===== config.mk =====
export PLATFORM = sky130hd
export DESIGN_NAME = alu_host_sequencer
export DESIGN_NICKNAME = d
export VERILOG_FILES = /design/src/rtl/alu_host_sequencer.sv
export SDC_FILE = /design/constraint.sdc
export NUM_CORES = 1
export LEC_CHECK = 0
export CORE_AREA = 2 2 115 228
export CTS_CLUSTER_DIAMETER = 40
export DETAILED_ROUTE_END_ITERATION = 10
export DIE_AREA = 0 0 117 230
export HOLD_SLACK_MARGIN = 0.1
export PLACE_DENSITY = 0.8
export SLEW_MARGIN = 20
export SYNTH_ARGS = -nofsm -noshare
export SYNTH_HDL_FRONTEND = slang
export SYNTH_SLANG_ARGS = --single-unit
export TNS_END_PERCENT = 1

===== constraint.sdc =====
create_clock -name clk -period 4.83 [get_ports clk]
set_input_delay 0.483 -clock clk [delete_from_list [all_inputs] [get_ports clk]]
set_output_delay 0.483 -clock clk [all_outputs]
set_load 0.1 [all_outputs]

===== src/rtl/alu_host_sequencer.sv =====
// Host-side sequencer for a multi-cycle arithmetic unit: accepts one request,
// streams operands to the unit, collects a two-word result and hands it back.
module alu_host_sequencer #(
  parameter int TIMEOUT = 200
) (
  input  logic        clk,
  input  logic        rst_b,
  input  logic        req_valid,
  output logic        req_ready,
  input  logic [1:0]  req_opcode,
  input  logic [63:0] req_a,
  input  logic [63:0] req_b,
  output logic        res_valid,
  input  logic        res_ready,
  output logic [63:0] res_hi,
  output logic [63:0] res_lo,
  output logic        res_err,
  output logic        au_bgn,
  output logic [1:0]  au_opcode,
  output logic [63:0] au_inbus,
  input  logic        au_stop,
  input  logic [63:0] au_outbus
);

  localparam int DATA_W = 64;
  localparam int CNT_W  = $clog2(TIMEOUT + 1);
  localparam logic [CNT_W-1:0] CNT_LAST = CNT_W'(TIMEOUT - 1);
  localparam logic [1:0] OP_DIV = 2'b11;

  typedef enum logic [2:0] {
    S_IDLE, S_START, S_LOAD_A, S_LOAD_B, S_WAIT, S_CAP_LO, S_DONE
  } state_t;

  state_t              state_q, state_d;
  logic [1:0]          op_q;
  logic [DATA_W-1:0]   a_q, b_q;
  logic [CNT_W-1:0]    cnt_q, cnt_d;
  logic [DATA_W-1:0]   res_hi_q, res_hi_d;
  logic [DATA_W-1:0]   res_lo_q, res_lo_d;
  logic                res_err_q, res_err_d;
  logic                div_zero;
  logic                timeout;

  assign div_zero = (req_opcode == OP_DIV) && (req_b == '0);
  assign timeout  = (cnt_q == CNT_LAST);

  always_ff @(posedge clk or negedge rst_b) begin
    if (!rst_b) begin
      state_q   <= S_IDLE;
      cnt_q     <= '0;
      res_hi_q  <= '0;
      res_lo_q  <= '0;
      res_err_q <= 1'b0;
    end else begin
      state_q   <= state_d;
      cnt_q     <= cnt_d;
      res_hi_q  <= res_hi_d;
      res_lo_q  <= res_lo_d;
      res_err_q <= res_err_d;
    end
  end

  // Operand latches only matter between acceptance and CAP_LO, so no reset.
  always_ff @(posedge clk) begin
    if (state_q == S_IDLE && req_valid) begin
      op_q <= req_opcode;
      a_q  <= req_a;
      b_q  <= req_b;
    end
  end

  always_comb begin
    state_d = state_q;
    unique case (state_q)
      S_IDLE:   if (req_valid) state_d = div_zero ? S_DONE : S_START;
      S_START:  state_d = S_LOAD_A;
      S_LOAD_A: state_d = S_LOAD_B;
      S_LOAD_B: state_d = S_WAIT;
      S_WAIT: begin
        if (au_stop)      state_d = S_CAP_LO;
        else if (timeout) state_d = S_DONE;
      end
      S_CAP_LO: state_d = S_DONE;
      S_DONE:   if (res_ready) state_d = S_IDLE;
      default:  state_d = S_IDLE;
    endcase
  end

  // Result capture; au_stop takes priority over a coincident timeout.
  always_comb begin
    res_hi_d  = res_hi_q;
    res_lo_d  = res_lo_q;
    res_err_d = res_err_q;
    cnt_d     = (state_q == S_WAIT) ? cnt_q + CNT_W'(1) : '0;
    unique case (state_q)
      S_IDLE: begin
        if (req_valid && div_zero) begin
          res_hi_d  = '1;
          res_lo_d  = '1;
          res_err_d = 1'b1;
        end
      end
      S_WAIT: begin
        if (au_stop) begin
          res_hi_d = au_outbus;
        end else if (timeout) begin
          res_hi_d  = '0;
          res_lo_d  = '0;
          res_err_d = 1'b1;
        end
      end
      S_CAP_LO: begin
        res_lo_d  = au_outbus;
        res_err_d = 1'b0;
      end
      default: ;
    endcase
  end

  always_comb begin
    req_ready = (state_q == S_IDLE) && rst_b;
    res_valid = (state_q == S_DONE);
    au_bgn    = (state_q == S_START);
    au_opcode = 2'b00;
    au_inbus  = '0;
    unique case (state_q)
      S_START, S_WAIT, S_CAP_LO: au_opcode = op_q;
      S_LOAD_A: begin
        au_opcode = op_q;
        au_inbus  = a_q;
      end
      S_LOAD_B: begin
        au_opcode = op_q;
        au_inbus  = b_q;
      end
      default: ;
    endcase
  end

  assign res_hi  = res_hi_q;
  assign res_lo  = res_lo_q;
  assign res_err = res_err_q;

endmodule

==> flow_summary.json, run 1 <==
{
  "vias_per_cell": 5.51,
  "vias": 9327,
  "report.final.slew_viol_count": 0,
  "drc": 0,
  "seq_area_frac_synth": 0.650,
  "netlist_area_um2": 11400,
  "fillers": 1870,
  "timing.slew.headroom": 0.266,
  "cts_sinks": 270,
  "grt_antenna_before_repair": 5,
  "rsz0062_at_grt": "false",
  "maxCapViolCount": 0,
  "max_slew.worst_pin.slew_ns": 1.10,
  "antenna_left": 0,
  "cts_buffers": 29,
  "rows": 82,
  "crit_path_end_kind": "primary output",
  "port_buffers": 396,
  "cts.reportedPaths.clkPinSlew_ns": 0.07,
  "core_area_um2": 25100,
  "min_period_ns": 4.26,
  "critPathKind": "flip-flop to primary output",
  "grt_pass1_vias": 9660,
  "multi_input_area_um2": 3450,
  "mappedNetlistNets": 1161,
  "start_util": 0.454,
  "cts_setup_buffers": 0,
  "hp-start": "au_stop",
  "drt_wl_total_mm": 37.3,
  "place_hpwl_mm": 26.2,
  "syn_inst": 961,
  "drive_above_1_share": 0.0613,
  "grt_pass1_wl_mm": 55.6,
  "r2r_start": "cnt_q[0]$_DFF_PN0_",
  "crit_arrival_ns": 3.78,
  "die_y_um": 230,
  "avgSynthCellArea_um2": 11.9,
  "setup_viol": 0,
  "run_status": "completed",
  "ys_types": 39,
  "ys_warn_count": 0,
  "fin_tns_setup_ns": 0,
  "cts_buffer_depth": 3,
  "final-seq-area_um2": 7410,
  "fmax_mhz": 235,
  "area_growth_pct": 46.1,
  "drt_iter0_drc": 648,
  "io_pins": 397,
  "skew_ns": 0.0177,
  "drtPass1Iterations": 5,
  "dieArea_um2": 26900,
  "cts_tree": "done",
  "cp-start-kind": "flip-flop",
  "cts-root-buf": "clkbuf_16",
  "required_ns": 4.35,
  "gr-total-overflow": 0,
  "grt_max_degree": 132,
  "clk_latency_ns": 0.56,
  "grt_use_total": 0.273,
  "hold_violations": 0,
  "nets": 1530,
  "cts_max_level": 1,
  "routabilityCongestion": 0.923,
  "ys_ff_latch": 270,
  "period_share": 0.882,
  "cp_max_fo": 51,
  "hold_class": "input pin to flip-flop",
  "die_x_um": 117,
  "wire_per_inst_um": 22.0,
  "startpoint": "state_q[2]$_DFFE_PN0P_"
}
==> cells in the final DEF (no fill, tap or decap), drive strengths merged <==
cell type      count
nor3               4
buf               18
mux2i             64
and3               9
clkbuf            36
ha                 1
a211o              1
dfrtp            140
diode              5
dlygate4sd3        1
clkinv             5
a21oi             66
or2                1
a221oi             1
o21ai             67
nand4              6
inv               77
a31oi              1
a311o              1
or4                1
nand2             10
bufinv             2
xor2               4
nor2b              1
a21boi             1
nand2b             1
a2111oi            1
a22o              64
nor4b              3
clkdlybuf4s50    393
xnor2              2
nor2             143
and2               1
nor4              22
edfxtp           130
a211oi            65
o31ai              1
nand3              7
clkinvlp           2
==> cell usage after synthesis <==
cell / instances / share of area
a2111oi_2: 1 / 0.0013
a211o_1: 1 / 0.00077
a211oi_1: 65 / 0.043
a21boi_1: 1 / 0.00066
a21oi_1: 65 / 0.029
a21oi_2: 1 / 0.00077
a221oi_1: 1 / 0.00077
a22o_1: 64 / 0.049
a311o_1: 1 / 0.00088
a31oi_1: 1 / 0.00055
and2_1: 1 / 0.00055
and3_1: 9 / 0.0049
buf_1: 12 / 0.0040
buf_2: 9 / 0.0040
buf_4: 1 / 0.00066
buf_6: 5 / 0.0049
clkbuf_1: 47 / 0.015
dfrtp_1: 140 / 0.31
edfxtp_1: 130 / 0.34
ha_1: 1 / 0.0011
inv_1: 67 / 0.022
inv_2: 1 / 0.00033
mux2i_1: 64 / 0.056
nand2_1: 10 / 0.0033
nand2b_1: 1 / 0.00055
nand3_1: 7 / 0.0031
nand4_1: 6 / 0.0033
nor2_1: 143 / 0.047
nor2b_1: 1 / 0.00055
nor3_1: 4 / 0.0018
nor4_1: 22 / 0.012
nor4b_1: 3 / 0.0023
o21ai_0: 36 / 0.016
o21ai_1: 31 / 0.014
o31ai_1: 1 / 0.00066
or2_2: 1 / 0.00055
or4_1: 1 / 0.00066
xnor2_1: 2 / 0.0015
xor2_1: 4 / 0.0031
==> stage by stage <==
step,hold WS [ns],setup slack [ns],util,std cells,cell area (µm²)
detailed placement,0.368,1.21,0.621,1633,15600
global route,0.343,0.424,0.663,1693,16700
global placement,0.368,1.36,0.621,1633,15600
finish,0.335,0.568,0.663,1694,16700
CTS,0.331,0.576,0.661,1688,16600
floorplan,0.187,0.380,-,961,11400
==> routing by layer <==
layer,share of wire,track usage
met2,0.54,0.486
met4,0.060,0.156
met1,0.34,0.293
met3,0.069,0.0540
met5,0.00032,0
==> path summary, 6_finish.rpt <==
check                                              end  slack (ns)  cells past startpoint
worst max-delay path                      au_inbus[44]        0.57                      5
worst min-delay path            state_q[0]$_DFFE_PN0P_        0.33                      2
min in group asynchronous       res_lo[40]$_DFFE_PN0P_        0.35                      2
max in group asynchronous       res_lo[11]$_DFFE_PN0P_        3.37                      3
worst min register to register      cnt_q[0]$_DFF_PN0_        0.47                      1
worst max register to register  res_lo[11]$_DFFE_PN0P_        2.07                      7
==> worst max-delay path, cell delays in order (launching register included) <==
cell and delay, ns:
dfrtp_1 0.50, nor2_1 0.18, and2_2 0.84, buf_4 0.35, a22o_1 0.18, clkdlybuf4s50_1 1.15
==> area by class of cell <==
class / instances / share of cell area
Inverter: 68 / 0.0153
Antenna cell: 5 / 0.000751
Multi-Input combinational cell: 549 / 0.207
Tap cell: 336 / 0.0252
Clock buffer: 36 / 0.0490
Clock inverter: 18 / 0.0109
Sequential cell: 270 / 0.445
Timing Repair Buffer: 412 / 0.247
==> flip-flops by register name, indices dropped and copies added, names as in the netlist <==
name	flops
res_err	1
res_hi	64
state_q	3
cnt_q	8
res_lo	64
op_q	2
b_q	64
a_q	64
==> logic make-up (layout without fill, tap and decap cells) <==
family                   after synthesis  after routing  share of synthesized area
multiplexers                          64             64                     0.0562
XOR/XNOR                               6              6                    0.00461
AO/OA/AOI/OAI                        269            269                      0.156
adder cells (fa/ha/maj)                1              1                    0.00110
AND/OR/NAND/NOR                      209            209                     0.0807
buffers and inverters                142            534                     0.0514
flip-flops                           270            270                      0.650
other                                  0              5                          0
==> repair_timing <==
item / in CTS / in global routing
resized for setup: 0 / 0
hold buffers: 1 / 0
hold endpoints to repair: 22 / 0
Power of run 1 is not shown: default switching activity piles up to over one toggle a cycle in this logic, so the estimate is an artifact.
==> run 2, diff against run 1 <==
--- a/config.mk
+++ b/config.mk
@@ -9,6 +9,7 @@
 export CTS_CLUSTER_DIAMETER = 40
 export DETAILED_ROUTE_END_ITERATION = 10
 export DIE_AREA = 0 0 117 230
+export GPL_TIMING_DRIVEN = 0
 export HOLD_SLACK_MARGIN = 0.1
 export PLACE_DENSITY = 0.8
 export SLEW_MARGIN = 20
==> run 2 against run 1 <==
Net effect: register-to-register slack improved by 0.03 ns; final cell count increased by 3.5%; critical endpoint is now au_inbus[15]; core utilization increased by 0.91 points; final area rose by 1.4%; highest routed layer is now met4; sequential share of layout area fell by 0.60 points; die area stayed put; hold slack improved by 0.12 ns; largest cell class unchanged.
==> flow_summary.json, run 2 (synthesis gave the netlist of run 1 again) <==
{
  "max_slew.worst_pin.slew_ns": 1.10,
  "required_ns": 4.35,
  "die_y_um": 230,
  "rr_worst_depth": 9,
  "cts-root-buf": "clkbuf_16",
  "cts_buffers": 29,
  "die_x_um": 117,
  "gr-total-overflow": 0,
  "skew_ns": 0.00953,
  "fillers": 1874,
  "min_period_ns": 4.62,
  "drc": 0,
  "maxCapViolCount": 0,
  "grt_max_degree": 79,
  "cp_num_cells": 8,
  "path_buf_inv": 6,
  "crit_path_end_kind": "primary output",
  "start_util": 0.454,
  "nets": 1592,
  "port_buffers": 396,
  "cp_max_fo": 10,
  "cpMaxStageDelayCell": "clkdlybuf4s50_1",
  "path_cells": "clkbuf_1 > inv_2 > clkbuf_1 > and3_1 > clkbuf_1 > buf_1 > a22o_1 > clkdlybuf4s50_1",
  "vias": 9523,
  "crit_arrival_ns": 4.14,
  "routabilityCongestion": 0.896,
  "grt_antenna_before_repair": 2,
  "hold_violations": 0,
  "antenna_left": 0,
  "pre_cts_ws_ns": 0.604,
  "critical-path-top-delay-family": "buffers and inverters",
  "fmax_mhz": 216,
  "report.final.slew_viol_count": 0,
  "grt_use_total": 0.282,
  "cts_buffer_depth": 3,
  "cts_max_level": 1,
  "cts_tree": "done",
  "hold_class": "input pin to async pin",
  "final-seq-area_um2": 7410,
  "grt_pass1_wl_mm": 56.7,
  "critPathKind": "flip-flop to primary output",
  "timing.slew.headroom": 0.263,
  "io_pins": 397,
  "run_status": "completed",
  "multi_input_area_um2": 3410,
  "cp-start-kind": "flip-flop",
  "rows": 82,
  "cts.reportedPaths.clkPinSlew_ns": 0.07,
  "rsz0062_at_grt": "false",
  "cts_sinks": 270,
  "final_cell_mix": "370 x clkdlybuf4s50_1, 143 x nor2_1, 140 x dfrtp_1, 130 x edfxtp_1, 67 x inv_1",
  "setup_viol": 0,
  "grt_pass1_vias": 9661,
  "core_area_um2": 25100,
  "place_hpwl_mm": 29.3,
  "drive_above_1_share": 0.0495,
  "drtPass1Iterations": 5,
  "vias_per_cell": 5.43,
  "drt_iter0_drc": 626,
  "drt_wl_total_mm": 39.0,
  "period_share": 0.957,
  "crit_top_cell": "clkbuf_1",
  "slowest_delay_ns": 1.13,
  "area_growth_pct": 48.1,
  "dieArea_um2": 26900,
  "fin_hold_ws_ns": 0.457,
  "clk_latency_ns": 0.55,
  "wire_per_inst_um": 22.2,
  "worst_slack_ns": 0.209,
  "final_common_cell": "clkdlybuf4s50_1"
}
-- run 2: cell types whose count changed in the layout (fill, tap and decap cells not counted), moves of 4 or more --
cell	previous run	this run
buf_2	1	9
nand2_1	6	10
buf_4	13	1
clkdlybuf4s50_1	393	370
dlymetal6s2s_1	0	24
nand2_2	4	0
buf_1	0	12
clkbuf_1	1	51
-- run 2: through the flow --
| step | utilization | cells | area, µm² | TNS, ns |
|---|---|---|---|---|
| after global placement | 0.628 | 1693 | 15800 | -461.30 |
| final | 0.672 | 1753 | 16900 | 0 |
| after CTS | 0.669 | 1750 | 16800 | 0 |
| after global routing | 0.672 | 1753 | 16900 | 0 |
| after detailed placement | 0.631 | 1696 | 15900 | 0 |
| after floorplan | - | 961 | 11400 | 0 |
-- run 2: path summary, 6_finish.rpt --
check	start	endpoint	slack, ns
worst max-delay path	state_q[2]$_DFFE_PN0P_	au_inbus[15]	0.21
worst min-delay path	rst_b	res_hi[24]$_DFFE_PN0P_	0.46
worst max register to register	state_q[2]$_DFFE_PN0P_	res_lo[57]$_DFFE_PN0P_	2.10
worst min register to register	cnt_q[0]$_DFF_PN0_	cnt_q[0]$_DFF_PN0_	0.47
max in group asynchronous	rst_b	res_hi[4]$_DFFE_PN0P_	3.59
min in group clk	cnt_q[0]$_DFF_PN0_	cnt_q[0]$_DFF_PN0_	0.47
-- run 2: final cells by class --
cell class | instances | area share
clock inverters | 17 | 0.00985
well taps | 336 | 0.0249
diodes | 3 | 0.000445
repair buffers | 400 | 0.244
inverters | 68 | 0.0151
plain buffers | 74 | 0.0196
flip-flops and latches | 270 | 0.439
clock buffers | 36 | 0.0459
multi-input cells | 549 | 0.202
-- run 2: what timing repair did --
item                                    CTS  global route
buffers inserted                          0             0
hold endpoints to repair                 62             0
gates resized for setup                   1            24
pin swaps                                 0             0
hold buffers                              1             0
endpoints found under the setup margin    1            24
-- run 2: worst reg2reg max path: cells and delay by family, from the launching register on --
family,cells,cell delay [ns]
AO/OA/AOI/OAI,1,0.16
buffers and inverters,5,1.66
flip-flops,1,0.36
multiplexers,1,0.19
AND/OR/NAND/NOR,2,0.27
-- run 2: routing by layer --
metal / share of wire / vias up / GRT usage
met5: 0 / - / 0
met3: 0.070 / 109 / 0.0556
li1: - / 4356 / -
met1: 0.32 / 4622 / 0.290
met2: 0.55 / 436 / 0.525
met4: 0.052 / 0 / 0.143
Power of run 2 is left out for the same reason.
==> edit 1, RTL diff (settings of run 1) <==
Re-encode `state_t` (7 states) as one-hot, 7 bits wide.
--- a/src/rtl/alu_host_sequencer.sv
+++ b/src/rtl/alu_host_sequencer.sv
@@ -27,8 +27,8 @@
   localparam logic [CNT_W-1:0] CNT_LAST = CNT_W'(TIMEOUT - 1);
   localparam logic [1:0] OP_DIV = 2'b11;
 
-  typedef enum logic [2:0] {
-    S_IDLE, S_START, S_LOAD_A, S_LOAD_B, S_WAIT, S_CAP_LO, S_DONE
+  typedef enum logic [6:0] {
+    S_IDLE = 7'b0000001, S_START = 7'b0000010, S_LOAD_A = 7'b0000100, S_LOAD_B = 7'b0001000, S_WAIT = 7'b0010000, S_CAP_LO = 7'b0100000, S_DONE = 7'b1000000
   } state_t;
 
   state_t              state_q, state_d;
Check against the original RTL: no difference found for any inputs over 4 cycles, from zero or initial values and one cycle with rst_b low; so few cycles prove little.
==> edit 1 against run 1 <==
  * Cell area shrank 1.0%
  * Routed wire length shrank 5.9%
  * Synthesized area grew 1.6%
  * Setup slack gained 0.21 ns
  * Utilization shrank 0.67 points
  * Sequential cell count grew 4
  * Clock skew shrank 0.0025 ns
==> edit 1: results (changes against run 1) <==
outcome: complete, no violations
fraction of registers with async set/reset: 0.526 (+0.00703)
TritonRoute pass-1 iters: 7 (+2)
ratio of cells with drive above 1 in the final layout: 0.104 (+0.0423)
GPL Wtd Cong: 0.816 (-12%)
cell family with most CP delay: simple AND/OR/NAND/NOR gates
worst r2r src: state_q[1]
Post-DP Area: 15600 um^2 (-0.22%)
initial antenna violation count: 1 (-4)
dpl hpwl: 23.6 mm (-9.8%)
largest power group: combinational logic
flop-to-flop setup slack: 1.91 ns (-0.16 ns)
nets: 1512 (-1.2%)
Seq power: 3.43 mW
largest net degree at the start of global routing: 100 (-24%)
sequential-to-total area share from yosys stat: 0.648 (-0.00164)
vias post-DR: 9645 (+3.4%)
CP max stage cell: clkdlybuf4s50_1
Arrival @ worst endpoint: 3.57 ns (-0.21 ns)
Worst Path Max Fanout: 9 (-82%)
CTS Buf Count: 26 (-10%)
DRT iter0 DRCs: 831 (+28%)
Root Buffer: clkbuf_16
clock latency at the later pin of the worst-skew pair: 0.54 ns (-0.02 ns)
largest stage delay on the critical path: 1.13 ns (-0.02 ns)
Synth area leaders: edfxtp_1, dfrtp_1, a21oi_1, a221oi_1, a22o_1
# port buffers: 396 (unchanged)
Setup Skew: 0.0152 ns (-0.00253 ns)
H-tree levels: 1 (unchanged)
Syn Nets: 1157 (-0.34%)
relative slew slack: 0.274 (+0.00792)
Reg2Reg Depth: 5 (-2)
global-route wire length before repair: 52.9 mm (-4.8%)
top post-synthesis cells by count: dfrtp_1, nor2_1, edfxtp_1
Final Non-Filler Cells: 1669 (-1.5%)
Distinct cells, synth: 44 (+13%)
worst r2r dst: state_q[1]
Post-Place Setup Slack: 1.32 ns (+0.113 ns)
class of the worst hold path: primary input to asynchronous set/reset pin
Syn Inst Count: 957 (-0.42%)
total track usage: 0.254 (-0.0189)
post-DR wirelength/cell: 21.0 um (-4.5%)
final hold slack: 0.386 ns (+0.0518 ns)
placed insts: 1619 (-0.86%)
[edit 1: cell families (layout without fill, tap and decap cells)]
| group | Yosys count | count (layout) | synth area share |
|---|---|---|---|
| xor gates and xnor gates | 7 | 7 | 0.00529 |
| muxes | 1 | 1 | 0.000864 |
| buffers and inverters | 88 | 463 | 0.0383 |
| AOI/OAI and AO/OA | 327 | 327 | 0.206 |
| other | 0 | 1 | 0 |
| DFF | 274 | 274 | 0.648 |
| adders and majority gates | 1 | 1 | 0.00108 |
| and+or+nand+nor | 259 | 259 | 0.101 |
[edit 1: cell type report]
| type | count | area (um^2) |
|---|---|---|
| fillers | 1923 | 8650 |
| flip-flops and latches | 274 | 7510 |
| repair buffers | 414 | 3950 |
| multi-input cells | 595 | 3710 |
| clock buffers | 30 | 687 |
| well taps | 336 | 420 |
| clock inverters | 18 | 215 |
| inverters | 1 | 3.75 |
| diodes | 1 | 2.50 |
[edit 1: how the worst max path moves through the flow]
stage                    start   endpoint  slack [ns]  cells after the start
finish              state_q[1]  res_valid        0.78                      4
global route        state_q[1]  res_valid        0.68                      4
CTS                 state_q[1]  res_valid        0.74                      4
detailed placement  state_q[1]  res_valid        1.32                      4
global placement    state_q[1]  res_valid        1.33                      4
floorplan           state_q[6]     au_bgn        0.85                      4
[edit 1: what timing repair did]
action                    in CTS  in global routing
gates resized for setup        0                  0
hold buffers                   1                  0
hold endpoints to repair      29                  0
[edit 1: routing by layer]
metal,track usage,share of wire,routed length [um],vias up
met1,0.284,0.34,11800,4718
li1,-,-,-,4350
met5,0,0,0,-
met3,0.0440,0.067,2370,103
met2,0.453,0.54,19000,474
met4,0.128,0.054,1880,0
==> edit 2, RTL diff (config.mk and constraints of run 1) <==
Made on the original files. Change the parameter `TIMEOUT` from 200 to 400.
--- a/src/rtl/alu_host_sequencer.sv
+++ b/src/rtl/alu_host_sequencer.sv
@@ -1,7 +1,7 @@
 // Host-side sequencer for a multi-cycle arithmetic unit: accepts one request,
 // streams operands to the unit, collects a two-word result and hands it back.
 module alu_host_sequencer #(
-  parameter int TIMEOUT = 200
+  parameter int TIMEOUT = 400
 ) (
   input  logic        clk,
   input  logic        rst_b,
Function: same outputs for any inputs over 4 cycles, from zero or initial values and one cycle with rst_b low; that may be too few to reach the edited logic, so the function may still have changed.
==> edit 2 against run 1 <==
  * Synthesized area up 0.99%
  * Largest cell class unchanged
  * Final cell count did not move
  * Setup slack improved by 0.11 ns
  * Sequential cell count is 1 higher
  * Cell area decreased by 0.36%
  * Count of clock-buffer cells in the layout shrank 6
  * Routed wire length shrank 4.4%
  * Critical path depth stayed put
  * First-iteration DRC count rose by 11%
  * Utilization decreased by 0.24 points
  * Fmax is 2.7% higher
  * Synthesized cell count increased by 1.2%
Power is not shown: default switching activity piles up to over one toggle a cycle in this logic, so the estimate is an artifact.
==> edit 2: results (changes against run 1) <==
vias post-DR: 9414 (+0.93%)
post-synth top area share: 0.339 (-0.00335)
clock latency at the later pin of the worst-skew pair: 0.53 ns (-0.03 ns)
Syn Nets: 1173 (+1.0%)
Hold Buf Count CTS: 1 (unchanged)
CTS Buf Count: 26 (-10%)
Arrival @ worst endpoint: 3.67 ns (-0.11 ns)
Post-DP Area: 15600 um^2 (+0.24%)
ratio of cells with drive above 1 in the final layout: 0.0700 (+0.00866)
Worst-Margin Slew: 1.09 ns (-0.00389 ns)
compound-cell area share of the yosys netlist: 0.158 (+0.00195)
final hold slack: 0.494 ns (+0.160 ns)
sequential-to-total area share from yosys stat: 0.646 (-0.00418)
Syn Inst Count: 973 (+1.2%)
Min-Delay Startpoint: cnt_q[0]
GPL Wtd Cong: 0.876 (-5.2%)
flop-to-flop setup slack: 2.01 ns (-0.06 ns)
Setup crit start: state_q[0]
top post-synthesis cells by count: nor2_1, dfrtp_1, edfxtp_1
Synth area leaders: edfxtp_1, dfrtp_1, mux2i_1, a22o_1, nor2_1
final worst slack: 0.678 ns (+0.110 ns)
XOR/XNOR share of the synthesized area: 0.00380 (-0.000806)
Reg2Reg Depth: 6 (-1)
post-DR wirelength/cell: 21.1 um (-4.4%)
fraction of registers with async set/reset: 0.520 (+0.00178)
multiplexer share of the synthesized area: 0.0565 (+0.000320)
total track usage: 0.260 (-0.0133)
CTS Buffer Depth: 3 (unchanged)
outcome: complete, no violations
dpl hpwl: 24.8 mm (-5.4%)
TritonRoute pass-1 iters: 5 (unchanged)
placed insts: 1644 (+0.67%)
Root Buffer: clkbuf_16
Worst Setup EP: au_inbus[34]
Worst Path Max Fanout: 64 (+25%)
Post-Synth Adder-Cell Area: 0.00109 (-0.0000107)
DRT iter0 DRCs: 718 (+11%)
global-route wire length before repair: 53.6 mm (-3.5%)
worst hold endpoint: cnt_q[0]
nets: 1537 (+0.46%)
Setup Skew: 0.0126 ns (-0.00515 ns)
initial antenna violation count: 1 (-4)
worst r2r dst: res_hi[13]
class of the worst hold path: flip-flop to flip-flop
vias in the first global route: 9723 (+0.65%)
Post-Place Setup Slack: 1.29 ns (+0.0829 ns)
routed wire length: 35.7 mm (-4.4%)
worst hold stages: 1 (-1)
-- edit 2: metal layers --
metal / wire length (um) / track usage / vias up
met2: 19000 / 0.460 / 478
li1: - / - / 4265
met5: 0 / 0 / -
met3: 2220 / 0.0387 / 100
met1: 12600 / 0.299 / 4571
met4: 1910 / 0.129 / 0
-- edit 2: logic make-up after synthesis --
family | Yosys count
flip-flops | 271
buffers and inverters | 141
AND/OR/NAND/NOR | 213
multiplexers | 65
adder cells (fa/ha/maj) | 1
XOR/XNOR | 5
AO/OA/AOI/OAI | 277
-- edit 2: layout make-up --
cell class                 count  area, um^2
clock buffer                  30         739
multi-input combinational    561        3520
inverter                      69         259
antenna                        1        2.50
sequential                   271        7430
timing repair buffer         408        4030
clock inverter                18         199
fill                        1851        8540
tap                          336         420
-- edit 2: worst reg2reg max path, stage by stage (launching register included) --
cell      delay, ns
dfrtp_1        0.54
nor2_1         0.41
o21ai_0        0.23
a21oi_4        0.57
buf_4          0.56
nor2_1         0.13
a211oi_1       0.27
